### config.mk
export PLATFORM = sky130hd
export DESIGN_NAME = event_counter_flat
export DESIGN_NICKNAME = d
export VERILOG_FILES = /design/src/rtl/event_counter_if.sv /design/src/rtl/event_counter.sv /design/src/flat_wrapper.sv
export SDC_FILE = /design/constraint.sdc
export NUM_CORES = 1
export LEC_CHECK = 0
export BUFFER_PORTS_ARGS = -buffer_cell sky130_fd_sc_hd__buf_2
export CAP_MARGIN = 25
export CORE_MARGIN = 1.5
export CORE_UTILIZATION = 45
export DETAILED_ROUTE_END_ITERATION = 12
export PLACE_DENSITY = 0.78
export SLEW_MARGIN = 20
export SYNTH_ARGS = -nofsm -noshare
export SYNTH_HDL_FRONTEND = slang
export SYNTH_SLANG_ARGS = --single-unit
### constraint.sdc
create_clock -name clk -period 3.2 [get_ports clk]
set_input_delay 0 -clock clk [delete_from_list [all_inputs] [get_ports clk]]
set_output_delay 0 -clock clk [all_outputs]
set_load 0.02 [all_outputs]
### src/rtl/event_counter_if.sv
// rtl/event_counter_if.sv - control and status bundle for event_counter
interface event_counter_if #(
  parameter int WIDTH = 8
);
  logic             start;
  logic             stop;
  logic             clear;
  logic             load;
  logic [WIDTH-1:0] load_val;
  logic             dir;
  logic             oneshot;
  logic [WIDTH-1:0] target;
  logic [WIDTH-1:0] count;
  logic             running;
  logic             done;
  logic             wrap;

  modport master (
    output start, stop, clear, load, load_val, dir, oneshot, target,
    input  count, running, done, wrap
  );

  modport slave (
    input  start, stop, clear, load, load_val, dir, oneshot, target,
    output count, running, done, wrap
  );
endinterface

### src/rtl/event_counter.sv
// rtl/event_counter.sv - up/down event counter with one-shot FSM, wrap or saturate
module event_counter #(
  parameter int WIDTH    = 8,
  parameter bit SATURATE = 1'b0
) (
  input  logic            clk,
  input  logic            reset_n,
  event_counter_if.slave  bus
);
  typedef enum logic [1:0] {IDLE, RUN, DONE} state_t;

  localparam logic [WIDTH-1:0] ALL_ONES = {WIDTH{1'b1}};
  localparam logic [WIDTH-1:0] ZERO     = {WIDTH{1'b0}};

  state_t           state;
  logic             start_q, stop_q, clear_q, load_q;
  logic [WIDTH-1:0] load_val_q;
  logic [WIDTH-1:0] count_q;
  logic             running_q, done_q, wrap_q;

  logic [WIDTH-1:0] limit, step_val, next_count;
  logic             at_limit, next_wrap;

  // In saturate mode the wrap pulse marks arrival at the limit, not the hold.
  always_comb begin
    limit    = bus.dir ? ZERO : ALL_ONES;
    at_limit = (count_q == limit);
    step_val = bus.dir ? count_q - WIDTH'(1) : count_q + WIDTH'(1);
    if (SATURATE) begin
      next_count = at_limit ? count_q : step_val;
      next_wrap  = !at_limit && (step_val == limit);
    end else begin
      next_count = step_val;
      next_wrap  = at_limit;
    end
  end

  always_ff @(posedge clk or negedge reset_n) begin
    if (!reset_n) begin
      start_q    <= 1'b0;
      stop_q     <= 1'b0;
      clear_q    <= 1'b0;
      load_q     <= 1'b0;
      load_val_q <= ZERO;
      count_q    <= ZERO;
      state      <= IDLE;
      running_q  <= 1'b0;
      done_q     <= 1'b0;
      wrap_q     <= 1'b0;
    end else begin
      start_q    <= bus.start;
      stop_q     <= bus.stop;
      clear_q    <= bus.clear;
      load_q     <= bus.load;
      load_val_q <= bus.load_val;
      done_q     <= 1'b0;
      wrap_q     <= 1'b0;

      if (clear_q) begin
        count_q   <= ZERO;
        state     <= IDLE;
        running_q <= 1'b0;
      end else begin
        // Load overrides count only; DONE still retires after one cycle.
        unique case (state)
          IDLE: begin
            if (!load_q && !stop_q && start_q) begin
              state     <= RUN;
              running_q <= 1'b1;
            end
          end
          RUN: begin
            if (load_q) begin
              count_q <= load_val_q;
            end else if (stop_q) begin
              state     <= IDLE;
              running_q <= 1'b0;
            end else if (bus.oneshot && count_q == bus.target) begin
              state     <= DONE;
              running_q <= 1'b0;
              done_q    <= 1'b1;
            end else begin
              count_q <= next_count;
              wrap_q  <= next_wrap;
            end
          end
          DONE: begin
            state <= IDLE;
          end
          default: begin
            state     <= IDLE;
            running_q <= 1'b0;
          end
        endcase
        if (load_q) count_q <= load_val_q;
      end
    end
  end

  assign bus.count   = count_q;
  assign bus.running = running_q;
  assign bus.done    = done_q;
  assign bus.wrap    = wrap_q;
endmodule

### src/flat_wrapper.sv
// flat-port wrapper written by rule: the top's interface ports become plain ports
module event_counter_flat 
#(
  parameter int WIDTH    = 8,
  parameter bit SATURATE = 1'b0
)
  (clk, reset_n, bus_start, bus_stop, bus_clear, bus_load, bus_load_val, bus_dir, bus_oneshot, bus_target, bus_count, bus_running, bus_done, bus_wrap);
  event_counter_if #(.WIDTH(WIDTH)) bus_i ();
  input  logic clk;
  input  logic reset_n;
  input wire logic [$bits(bus_i.start)-1:0] bus_start;
  input wire logic [$bits(bus_i.stop)-1:0] bus_stop;
  input wire logic [$bits(bus_i.clear)-1:0] bus_clear;
  input wire logic [$bits(bus_i.load)-1:0] bus_load;
  input wire logic [$bits(bus_i.load_val)-1:0] bus_load_val;
  input wire logic [$bits(bus_i.dir)-1:0] bus_dir;
  input wire logic [$bits(bus_i.oneshot)-1:0] bus_oneshot;
  input wire logic [$bits(bus_i.target)-1:0] bus_target;
  output wire logic [$bits(bus_i.count)-1:0] bus_count;
  output wire logic [$bits(bus_i.running)-1:0] bus_running;
  output wire logic [$bits(bus_i.done)-1:0] bus_done;
  output wire logic [$bits(bus_i.wrap)-1:0] bus_wrap;
  assign bus_i.start = bus_start;
  assign bus_i.stop = bus_stop;
  assign bus_i.clear = bus_clear;
  assign bus_i.load = bus_load;
  assign bus_i.load_val = bus_load_val;
  assign bus_i.dir = bus_dir;
  assign bus_i.oneshot = bus_oneshot;
  assign bus_i.target = bus_target;
  assign bus_count = bus_i.count;
  assign bus_running = bus_i.running;
  assign bus_done = bus_i.done;
  assign bus_wrap = bus_i.wrap;
  event_counter #(.WIDTH(WIDTH), .SATURATE(SATURATE)) u_core (.clk(clk), .reset_n(reset_n), .bus(bus_i));
endmodule
Word level (Yosys, flattened, before mapping)
Cells that the tools add are included.

cells by class
  add/sub/neg operators = 2
  equal/unequal tests = 10
  multiplexer cells = 29
  reduce and logical (&&, ||, !) cells = 10

operator list
  cell                                                    count
  two-way mux 8 bit                                       7
  equality test 8 bit                                     2
  two-way mux 1 bit                                       15
  two-way mux 2 bit                                       5
  adder 8 x 1 -> 8 bit (second input constant)            1
  subtractor 8 x 1 -> 8 bit (second input constant)       1
  inequality test 3 x 1 -> 1 bit (second input constant)  2
  AND reduction 3 bit                                     2
  inequality test 4 x 1 -> 1 bit (second input constant)  1
  one-hot mux 2 bit (2 select lines)                      1
  AND reduction 4 bit                                     1
  logical AND 1 bit                                       3
  inequality test 3 x 2 -> 1 bit (second input constant)  1
  inequality test 3 bit (second input constant)           1
  one-hot mux 1 bit (3 select lines)                      1
  nonzero test 3 bit                                      1
  equality test 2 x 1 -> 1 bit (second input constant)    1
  equality test 2 bit (second input constant)             1
  logical NOT 1 bit                                       2
  logical NOT 2 bit                                       1
  inequality test 2 x 1 -> 1 bit (second input constant)  1

word-level totals
  register bits after elaboration = 25
  output and inout port bits = 11

Logic depth before layout (Yosys ltp)
Gate-level depths: netlist of the first run.

  depth in word-level cells = 7
  depth in mapped cells = 8
  mapped depth without buffers = 8

Least setup slack after synthesis of the first run
Ideal clock, no wire load.

  path kind = register to register
  start point = register u_core.count_q[2] (netlist: u_core.bus.count[2])
  end point = register u_core.count_q[5] (netlist: u_core.bus.count[5])
  setup time = 96 ps
  arrival time = 1819 ps
  required time = 3104 ps
  slack = 1286 ps
  stages on the path, launching flop included = 7
  path buffers = 0
  period minus slack after synthesis = 1914 ps
  cell sequence = dfrtp_1 > ha_1 > a21oi_1 > nand2_1 > a2111oi_0 > a31oi_1 > a311oi_2

on the way
  cells in the longest elaborated chain, start to end = 7
  elaborated cells on any way between the ends = 12

ends and longest elaborated chain
  item                                                               line                 text
  start: declaration                                                 event_counter.sv:18  logic [WIDTH-1:0] count_q;
  start signal: assignment                                           event_counter.sv:74  count_q <= load_val_q;
  start signal: assignment                                           event_counter.sv:83  count_q <= next_count;
  start signal: assignment                                           event_counter.sv:95  if (load_q) count_q <= load_val_q;
  adder 8 x 1 -> 8 bit or subtractor 8 x 1 -> 8 bit (tied branches)  event_counter.sv:28  step_val = bus.dir ? count_q - WIDTH'(1) : count_q + WIDTH'(1);
  two-way mux 8 bit                                                  event_counter.sv:28
  two-way mux 8 bit                                                  event_counter.sv:78  end else if (bus.oneshot && count_q == bus.target) begin
  two-way mux 8 bit                                                  event_counter.sv:75  end else if (stop_q) begin
  two-way mux 8 bit                                                  event_counter.sv:65  unique case (state)
  two-way mux 8 bit                                                  event_counter.sv:95
  two-way mux 8 bit                                                  event_counter.sv:59  if (clear_q) begin

Parallel ways exist; a longest one is shown, timed or not. The select of a mux whose other input is x is not followed.
A chain may end at the register's enable or synchronous reset.

Worst setup path in the final report of the first run
Ends and elaborated chain as after synthesis.

==> impl_metrics.yaml, run 1 <==
grt:
  antenna_found_initial: 0
  overflow: 0
  grt_first_pass_wirelength_um: 5020
  grt_pass1_vias: 1150
  grt_max_degree: 26
  grtUsageTotal: 0.189
worst_setup_path:
  worst-path-max-fanout: 5
  critical-path-top-delay-family: "compound AO/OA/AOI/OAI gates"
  path_depth: 6
  slowest_delay_ns: 0.47
  slowest_stage: "dfrtp_1"
  worstSetupPathType: "register to register"
  reg2reg_from: "u_core.bus.count[2]$_DFFE_PN0P_"
  startpoint_type: "register"
  required_ns: 3.44
  cp.arrival_ns: 2.30
  rrSetupSlack_ns: 1.14
  reg2reg_to: "u_core.bus.count[5]$_DFFE_PN0P_"
  ff2ff_path_depth: 6
  cp-end-kind: "register"
  crit_chain: "ha_1, a21oi_1, nand2_1, a2111oi_0, a31oi_1, a311oi_2"
  path_buf_inv: 0
synthesis:
  synth_area_um2: 1410
  synth_cell_types: 40
  ys_ff_latch: 25
  yosys_warnings: 0
  synth_ff_type: "dfrtp_1"
  seq_area_frac_synth: 0.444
  synthDominantCellAreaShare: 0.444
  synth_most_common_cell: "dfrtp_1"
  async_reset_ff_frac: 1.00
  syn_inst: 138
  syn_nets: 169
  synthTopCellsByArea: "dfrtp_1 (44%), xnor2_1 (6.8%), ha_1 (5.3%)"
  synth_edf_count: 0
  avgSynthCellArea_um2: 10.2
  synthTopCellsByCount: "dfrtp_1 (25), nor2_1 (14), a21oi_1 (11), xnor2_1 (11)"
  yosysTopAreaCell: "dfrtp_1"
finish:
  drive_above_1_share: 0.254
  insertedDiodeCount: 0
  nNetsFinal: 217
  syn2layout_area_growth_pct: 24.0
  final_util: 0.581
place:
  place.gp.congestion: 0.857
  hpwlAfterDp_um: 2190
  pre_cts_ws_ns: 1.20
  io_buffers: 34
timing:
  period_share: 0.643
  max_clock_freq_mhz: 486
  post-route-min-period_ns: 2.06
  tns_ns: 0
  tightest_slew_ns: 0.771
  hold_violations: 0
  fin_ws_ns: 1.14
  relSlewSlack: 0.486
  whs_ns: 0.103
  slew_viol_final: 0
  rsz0062_at_grt: "no"
  setup_viol: 0
  fin_worst_skew_ns: 0.00436
routing:
  routedWlPerCell_um: 13.6
  antenna_left: 0
  dr.first_iter.drc_count: 54
  firstDrtPassIters: 4
  drc: 0
  num_vias: 1199
  vias_per_cell: 5.50
  drt_wl_total_um: 2970
run:
  maxCapViolCount: 0
clocking:
  cts_buffer_depth: 2
  clock-sinks: 25
  cts_tree: "built"
  htree_levels: 1
  insertion_delay_ns: 0.32
  root_buffer: "clkbuf_4"
  cts_made_buffers: 3
  path_clk_slew_ns: 0.14
worst_hold_path:
  holdCritPathClass: "input port to register"
  hp-start: "bus_dir"
  whs_path_depth: 3
  whs_endpoint: "u_core.bus.wrap$_DFF_PN0_"
floorplan:
  start_util: 0.469
  die_area_um2: 3470
  dieWidth_um: 58.9
  rows: 20
  io_pins: 35
  die_h_um: 58.9
  coreArea_um2: 3000
power:
  p_total_uw: 671
  pwr_density_cell_nw_per_um2: 384
  power_leakage_nw: 0.797
  peakVddDrop_mv: 0.231
run_status:
  status: "completed"
worst max path at each step:
stage	endpoint	from
5_1_grt	u_core.bus.count[5]$_DFFE_PN0P_	u_core.bus.count[2]$_DFFE_PN0P_
2_1_floorplan	u_core.bus.count[5]$_DFFE_PN0P_	u_core.bus.count[2]$_DFFE_PN0P_
3_5_place_dp	u_core.bus.count[5]$_DFFE_PN0P_	u_core.bus.count[2]$_DFFE_PN0P_
3_3_place_gp	u_core.bus.count[5]$_DFFE_PN0P_	u_core.bus.count[2]$_DFFE_PN0P_
4_1_cts	u_core.bus.count[5]$_DFFE_PN0P_	u_core.bus.count[2]$_DFFE_PN0P_
6_report	u_core.bus.count[5]$_DFFE_PN0P_	u_core.bus.count[2]$_DFFE_PN0P_
worst reg2reg max path: stages (launching register included):
cell and delay (ns):
dfrtp_1 0.47, ha_1 0.39, a21oi_1 0.20, nand2_1 0.14, a2111oi_0 0.43, a31oi_1 0.09, a311oi_2 0.26
sequential cells by signal (all words and copies together), names as in the netlist:
signal	count
u_core.bus.wrap	1
u_core.load_val_q	8
u_core.bus.count	8
u_core.bus.running	1
u_core.clear_q	1
u_core.stop_q	1
u_core.bus.done	1
u_core.state	2
u_core.load_q	1
u_core.start_q	1
layout make-up:
class / instances / area, um^2
Inverter: 4 / 15.0
Clock buffer: 3 / 22.5
Multi-Input combinational cell: 105 / 736
Timing Repair Buffer: 47 / 300
Fill cell: 265 / 1260
Clock inverter: 1 / 5.00
Tap cell: 33 / 41.3
Sequential cell: 25 / 626
what timing repair did:
action / in CTS / in global routing
gates resized for setup: 0 / 0
setup buffers: 0 / 0
hold buffers: 13 / 0
endpoints found under the hold margin: 37 / 0
setup endpoints to repair: 0 / 0
cell usage in the layout, fill, tap and decap left out, drive strengths merged, types with 3 or more instances in the layout:
cell | netlist | layout
o21ai | 6 | 6
and3 | 3 | 3
xnor2 | 11 | 11
nand3 | 4 | 4
mux2i | 3 | 3
dfrtp | 25 | 25
o21bai | 3 | 3
nor3 | 7 | 7
nand2 | 7 | 7
nor2b | 5 | 5
nor2 | 14 | 14
nand4 | 3 | 3
buf | 2 | 34
ha | 6 | 6
dlygate4sd3 | 0 | 13
a21oi | 11 | 11
inv | 4 | 4
clkbuf | 1 | 3
kinds of logic after synthesis:
logic type                 Yosys count  synth area share
adders and majority gates            7            0.0676
and+or+nand+nor                     53             0.204
AOI/OAI and AO/OA                   29             0.147
DFF                                 25             0.444
buffers and inverters                8            0.0329
xor gates and xnor gates            12            0.0747
muxes                                4            0.0293
power by group:
group | internal, mW | leakage (nW) | switching [mW]
sequential | 0.333 | 0.314 | 0.0240
combinational | 0.0814 | 0.466 | 0.0897
clock | 0.0468 | 0.0177 | 0.0960
layer usage:
| metal | track usage | vias up | wire [um] |
|---|---|---|---|
| li1 | - | 592 | - |
| met1 | 0.249 | 573 | 1290 |
| met2 | 0.324 | 29 | 1550 |
| met3 | 0.0220 | 5 | 96 |
| met4 | 0.0584 | 0 | 34 |
| met5 | 0 | - | 0 |
per-stage QoR:
stage | area, um^2 | std cells
CTS | 1750 | 218
floorplan | 1410 | 138
finish | 1750 | 218
global route | 1750 | 218
global placement | 1590 | 201
detailed placement | 1590 | 201
Power figures use the tool's default switching activity.
==> run 2: changes to the inputs <==
Clock period 3.2 ns to 2 ns, I/O delays scaled along.
==> run 2 against run 1 <==
  * Via count increased by 5.6%
  * Non-clock buffer count increased by 7
  * Core utilization increased by 3.5 points
  * The flow now finishes with violations (negative setup slack)
  * Cell area increased by 6.0%
  * Flip-flop and latch count unchanged
  * Sequential power increased by 59%
==> impl_metrics.yaml, run 2 (synthesis gave the netlist of run 1 again) <==
power:
  p_int_uw: 759
  switching_power_uw: 355
  power_leakage_nw: 0.836
  p_sw_frac: 0.319
  p_total_mw: 1.11
  peakVddDrop_mv: 0.336
  pwr-share-seq: 0.511
  pwr_density_cell_nw_per_um2: 602
  comb_power_share: 0.278
  p_clk_frac: 0.211
place:
  place.gp.congestion: 0.899
  dpl_cell_area_um2: 1630
  hpwlAfterDp_um: 2190
  io_buffers: 34
  pre_cts_ws_ns: 0.0714
  placedCellCount: 206
timing:
  relSlewSlack: 0.615
  max_clock_freq_mhz: 492
  hold_violations: 0
  fin_ws_ns: -0.0319
  setup_viol: 1
  rsz0062_at_grt: "yes"
  post-route-min-period_ns: 2.03
  tightest_slew_ns: 0.578
  fin_worst_skew_ns: 0.00331
  slew_viol_final: 0
  period_share: 1.02
worst_setup_path:
  reg2reg_from: "u_core.bus.count[3]$_DFFE_PN0P_"
  cp.arrival_ns: 2.23
  required_ns: 2.20
  startpoint: "u_core.bus.count[3]$_DFFE_PN0P_"
  worstSetupPathType: "register to register"
  reg2reg_to: "u_core.bus.count[7]$_DFFE_PN0P_"
  cp-end-kind: "register"
  startpoint_type: "register"
  worst-path-max-fanout: 6
  ff2ff_path_depth: 7
  rrSetupSlack_ns: -0.03
routing:
  dr.first_iter.drc_count: 41
  routedWlPerCell_um: 15.2
  drt_wl_total_um: 3420
  num_vias: 1266
  firstDrtPassIters: 4
  antenna_left: 0
  drc: 0
  vias_per_cell: 5.63
clocking:
  clock-sinks: 25
  cts_buffer_depth: 2
  root_buffer: "clkbuf_4"
  insertion_delay_ns: 0.32
  cts_tree: "built"
  htree_levels: 1
  path_clk_slew_ns: 0.14
  cts_made_buffers: 3
finish:
  final_cell_mix: "buf_2 (34), dfrtp_1 (23), nor2_1 (14)"
  drive_above_1_share: 0.328
  insertedDiodeCount: 0
  syn2layout_area_growth_pct: 31.5
  fin_area_um2: 1850
  stdcell_count: 225
  layout_commonest_cell: "buf_2"
  final_util: 0.616
  nNetsFinal: 224
grt:
  grt_first_pass_wirelength_um: 4920
  grt_max_degree: 26
  grtUsageTotal: 0.189
  antenna_found_initial: 0
  overflow: 0
  grt_pass1_vias: 1131
worst_hold_path:
  hp-start: "bus_dir"
  holdCritPathClass: "input port to register"
  whs_endpoint: "u_core.bus.wrap$_DFF_PN0_"
  whs_path_depth: 3
run_status:
  failed_checks: "negative setup slack"
  status: "complete, but fails checks"
run:
  maxCapViolCount: 0
floorplan:
  io_pins: 35
  dieWidth_um: 58.9
  die_area_um2: 3470
  rows: 20
  start_util: 0.469
  coreArea_um2: 3000
  die_h_um: 58.9
run 2: what timing repair did:
| item | CTS | global route |
|---|---|---|
| resized for setup | 0 | 11 |
| setup endpoints to repair | 0 | 5 |
| hold buffers | 13 | 0 |
| endpoints found under the hold margin | 37 | 0 |
| buffers inserted | 0 | 2 |
run 2: cell type report:
cell class,instances,area (um^2)
fill,250,1150
multi-input combinational,105,786
sequential,25,628
timing repair buffer,54,353
tap,33,41.3
clock buffer,3,22.5
inverter,4,15.0
clock inverter,1,5.00
run 2: power groups by stage:
stage | clock [mW] | sequential, mW | combinational (mW)
3_5_place_dp | 0 | 0.576 | 0.263
4_1_cts | 0.239 | 0.566 | 0.284
2_1_floorplan | 0 | 0.583 | 0.169
3_3_place_gp | 0 | 0.575 | 0.258
5_1_grt | 0.256 | 0.574 | 0.338
6_report | 0.235 | 0.569 | 0.310
run 2: metrics by stage:
step	TNS (ns)	hold WS (ns)
after floorplan	0	-0.296
after global routing	-0.276	0.162
after detailed placement	0	0.0199
final	-0.0319	0.151
after CTS	0	0.107
after global placement	0	0.0124
run 2: routing by layer:
metal | track usage | wire [um] | share of wire | vias to the layer above
li1 | - | - | - | 604
met1 | 0.238 | 1430 | 0.42 | 610
met2 | 0.329 | 1810 | 0.53 | 44
met3 | 0.0198 | 114 | 0.033 | 8
met4 | 0.0779 | 63 | 0.018 | 0
met5 | 0 | 0 | 0 | -
run 2: worst max-delay path: stages, from the launching register on:
cell and delay [ns]:
dfrtp_1 0.45, ha_2 0.41, nand3_1 0.13, a21oi_1 0.18, nor3_1 0.08, or4b_1 0.48
nand4_1 0.11, a21oi_1 0.07
run 2: how the worst max path moves through the flow:
stage | endpoint | slack, ns | cells past startpoint
2_1_floorplan | u_core.bus.count[5]$_DFFE_PN0P_ | 0.09 | 6
3_3_place_gp | u_core.bus.count[7]$_DFFE_PN0P_ | 0.08 | 7
3_5_place_dp | u_core.bus.count[7]$_DFFE_PN0P_ | 0.07 | 7
4_1_cts | u_core.bus.count[5]$_DFFE_PN0P_ | 0.03 | 6
5_1_grt | u_core.bus.count[7]$_DFFE_PN0P_ | -0.14 | 7
6_report | u_core.bus.count[7]$_DFFE_PN0P_ | -0.03 | 7
==> run 3: changes to the inputs <==
Settings changed: HOLD_SLACK_MARGIN set to 0.08.
Clock period 2 ns to 2.35 ns, I/O delays scaled along.
==> run 3 against run 2 <==
  * The flow now finishes without violations
  * Wire length down 1.6%
  * Critical path depth down 1
  * Die area unchanged
  * Register-to-register slack better by 0.33 ns
  * Worst setup slack better by 0.33 ns
  * Critical endpoint is now u_core.bus.count[5]$_DFFE_PN0P_
  * Largest cell class unchanged
==> impl_metrics.yaml, run 3 (synthesis gave the netlist of run 1 again) <==
power:
  pwr_density_cell_nw_per_um2: 528
  power_leakage_nw: 0.802
  p_sw_frac: 0.321
  comb_power_share: 0.257
  p_total_uw: 926
  pwr-share-seq: 0.526
  p_clk_frac: 0.216
  switching_power_uw: 297
  p_int_uw: 629
  peakVddDrop_mv: 0.371
finish:
  final_cell_mix: "buf_2 (34), dfrtp_1 (25), nor2_1 (14), dlygate4sd3_1 (14)"
  nNetsFinal: 218
  drive_above_1_share: 0.253
  syn2layout_area_growth_pct: 24.7
  layout_commonest_cell: "buf_2"
  stdcell_count: 219
  insertedDiodeCount: 0
grt:
  grt_max_degree: 26
  antenna_found_initial: 0
  grt_pass1_vias: 1155
  overflow: 0
  grtUsageTotal: 0.200
  grt_first_pass_wirelength_um: 5200
timing:
  tightest_slew_ns: 0.788
  slew_viol_final: 0
  relSlewSlack: 0.475
  rsz0062_at_grt: "no"
  post-route-min-period_ns: 2.05
  setup_viol: 0
  hold_violations: 0
  tns_ns: 0
  fin_worst_skew_ns: 0.00834
  fin_ws_ns: 0.302
  max_clock_freq_mhz: 488
  whs_ns: 0.181
  period_share: 0.872
run_status:
  status: "completed"
routing:
  vias_per_cell: 5.63
  antenna_left: 0
  num_vias: 1234
  dr.first_iter.drc_count: 37
  routedWlPerCell_um: 15.3
  drt_wl_total_um: 3360
  firstDrtPassIters: 4
  drc: 0
place:
  placedCellCount: 201
  pre_cts_ws_ns: 0.347
  io_buffers: 34
  hpwlAfterDp_um: 2190
  place.gp.congestion: 0.881
floorplan:
  coreArea_um2: 3000
  io_pins: 35
  start_util: 0.469
  dieWidth_um: 58.9
  rows: 20
  die_area_um2: 3470
  die_h_um: 58.9
worst_setup_path:
  cp.arrival_ns: 2.29
  rrSetupSlack_ns: 0.30
  cp-end-kind: "register"
  path_buf_inv: 0
  required_ns: 2.59
  ff2ff_path_depth: 6
  worst-path-max-fanout: 5
  path_depth: 6
  crit_chain: "ha_1, a21oi_1, nand2_1, a2111oi_0, a31oi_1, a311oi_2"
  critical-path-top-delay-family: "compound AO/OA/AOI/OAI gates"
  startpoint_type: "register"
  worstSetupPathType: "register to register"
  slowest_stage: "dfrtp_1"
  slowest_delay_ns: 0.45
clocking:
  cts_made_buffers: 3
  cts_buffer_depth: 2
  cts_resized: 0
  cts_tree: "built"
  root_buffer: "clkbuf_4"
  insertion_delay_ns: 0.33
  clock-sinks: 25
  htree_levels: 1
  path_clk_slew_ns: 0.15
run:
  maxCapViolCount: 0
worst_hold_path:
  holdCritPathClass: "input port to async pin"
==> run 3: changes by cell type in the layout (fill, tap and decap cells not counted), moves of 2 or more <==
cell	delta
buf_4	-7
ha_4	-2
ha_1	+3
dfrtp_1	+2
dfrtp_2	-2
==> run 3: routing by layer <==
metal | GRT usage | vias to the layer above | share of wire
li1 | - | 586 | -
met1 | 0.253 | 590 | 0.43
met2 | 0.343 | 52 | 0.51
met3 | 0.0198 | 6 | 0.044
met4 | 0.0909 | 0 | 0.017
met5 | 0 | - | 0
==> run 3: power by group through the flow <==
stage	clock network [mW]	registers (mW)	logic, mW
final	0.201	0.487	0.238
after global routing	0.220	0.491	0.259
after CTS	0.202	0.486	0.235
after detailed placement	0	0.494	0.215
after global placement	0	0.492	0.209
after floorplan	0	0.496	0.144
==> run 3: layout make-up <==
type	instances	area [um^2]
Clock buffer	3	22.5
Fill cell	256	1250
Multi-Input combinational cell	105	736
Timing Repair Buffer	48	310
Clock inverter	1	5.00
Inverter	4	15.0
Sequential cell	25	626
Tap cell	33	41.3
==> run 3: final timing paths <==
path	startpoint	to
worst max-delay path	u_core.bus.count[2]$_DFFE_PN0P_	u_core.bus.count[5]$_DFFE_PN0P_
worst min-delay path	reset_n	u_core.bus.count[6]$_DFFE_PN0P_
worst max register to register	u_core.bus.count[2]$_DFFE_PN0P_	u_core.bus.count[5]$_DFFE_PN0P_
worst min register to register	u_core.state[1]$_DFFE_PN0P_	u_core.state[0]$_DFFE_PN0P_
max in group asynchronous	reset_n	u_core.load_val_q[7]$_DFF_PN0_
min in group clk	bus_target[0]	u_core.state[1]$_DFFE_PN0P_
==> run 3: timing repair <==
action                                  CTS  global route
endpoints found under the setup margin    0             0
hold endpoints to repair                 38             0
hold buffers                             14             0
buffers inserted                          0             0
==> run 3: per-stage QoR <==
| step | cell area, um^2 | utilization |
|---|---|---|
| 6_report | 1760 | 0.585 |
| 5_1_grt | 1760 | 0.585 |
| 4_1_cts | 1760 | 0.585 |
| 3_5_place_dp | 1590 | 0.529 |
| 3_3_place_gp | 1590 | 0.529 |
| 2_1_floorplan | 1410 | - |
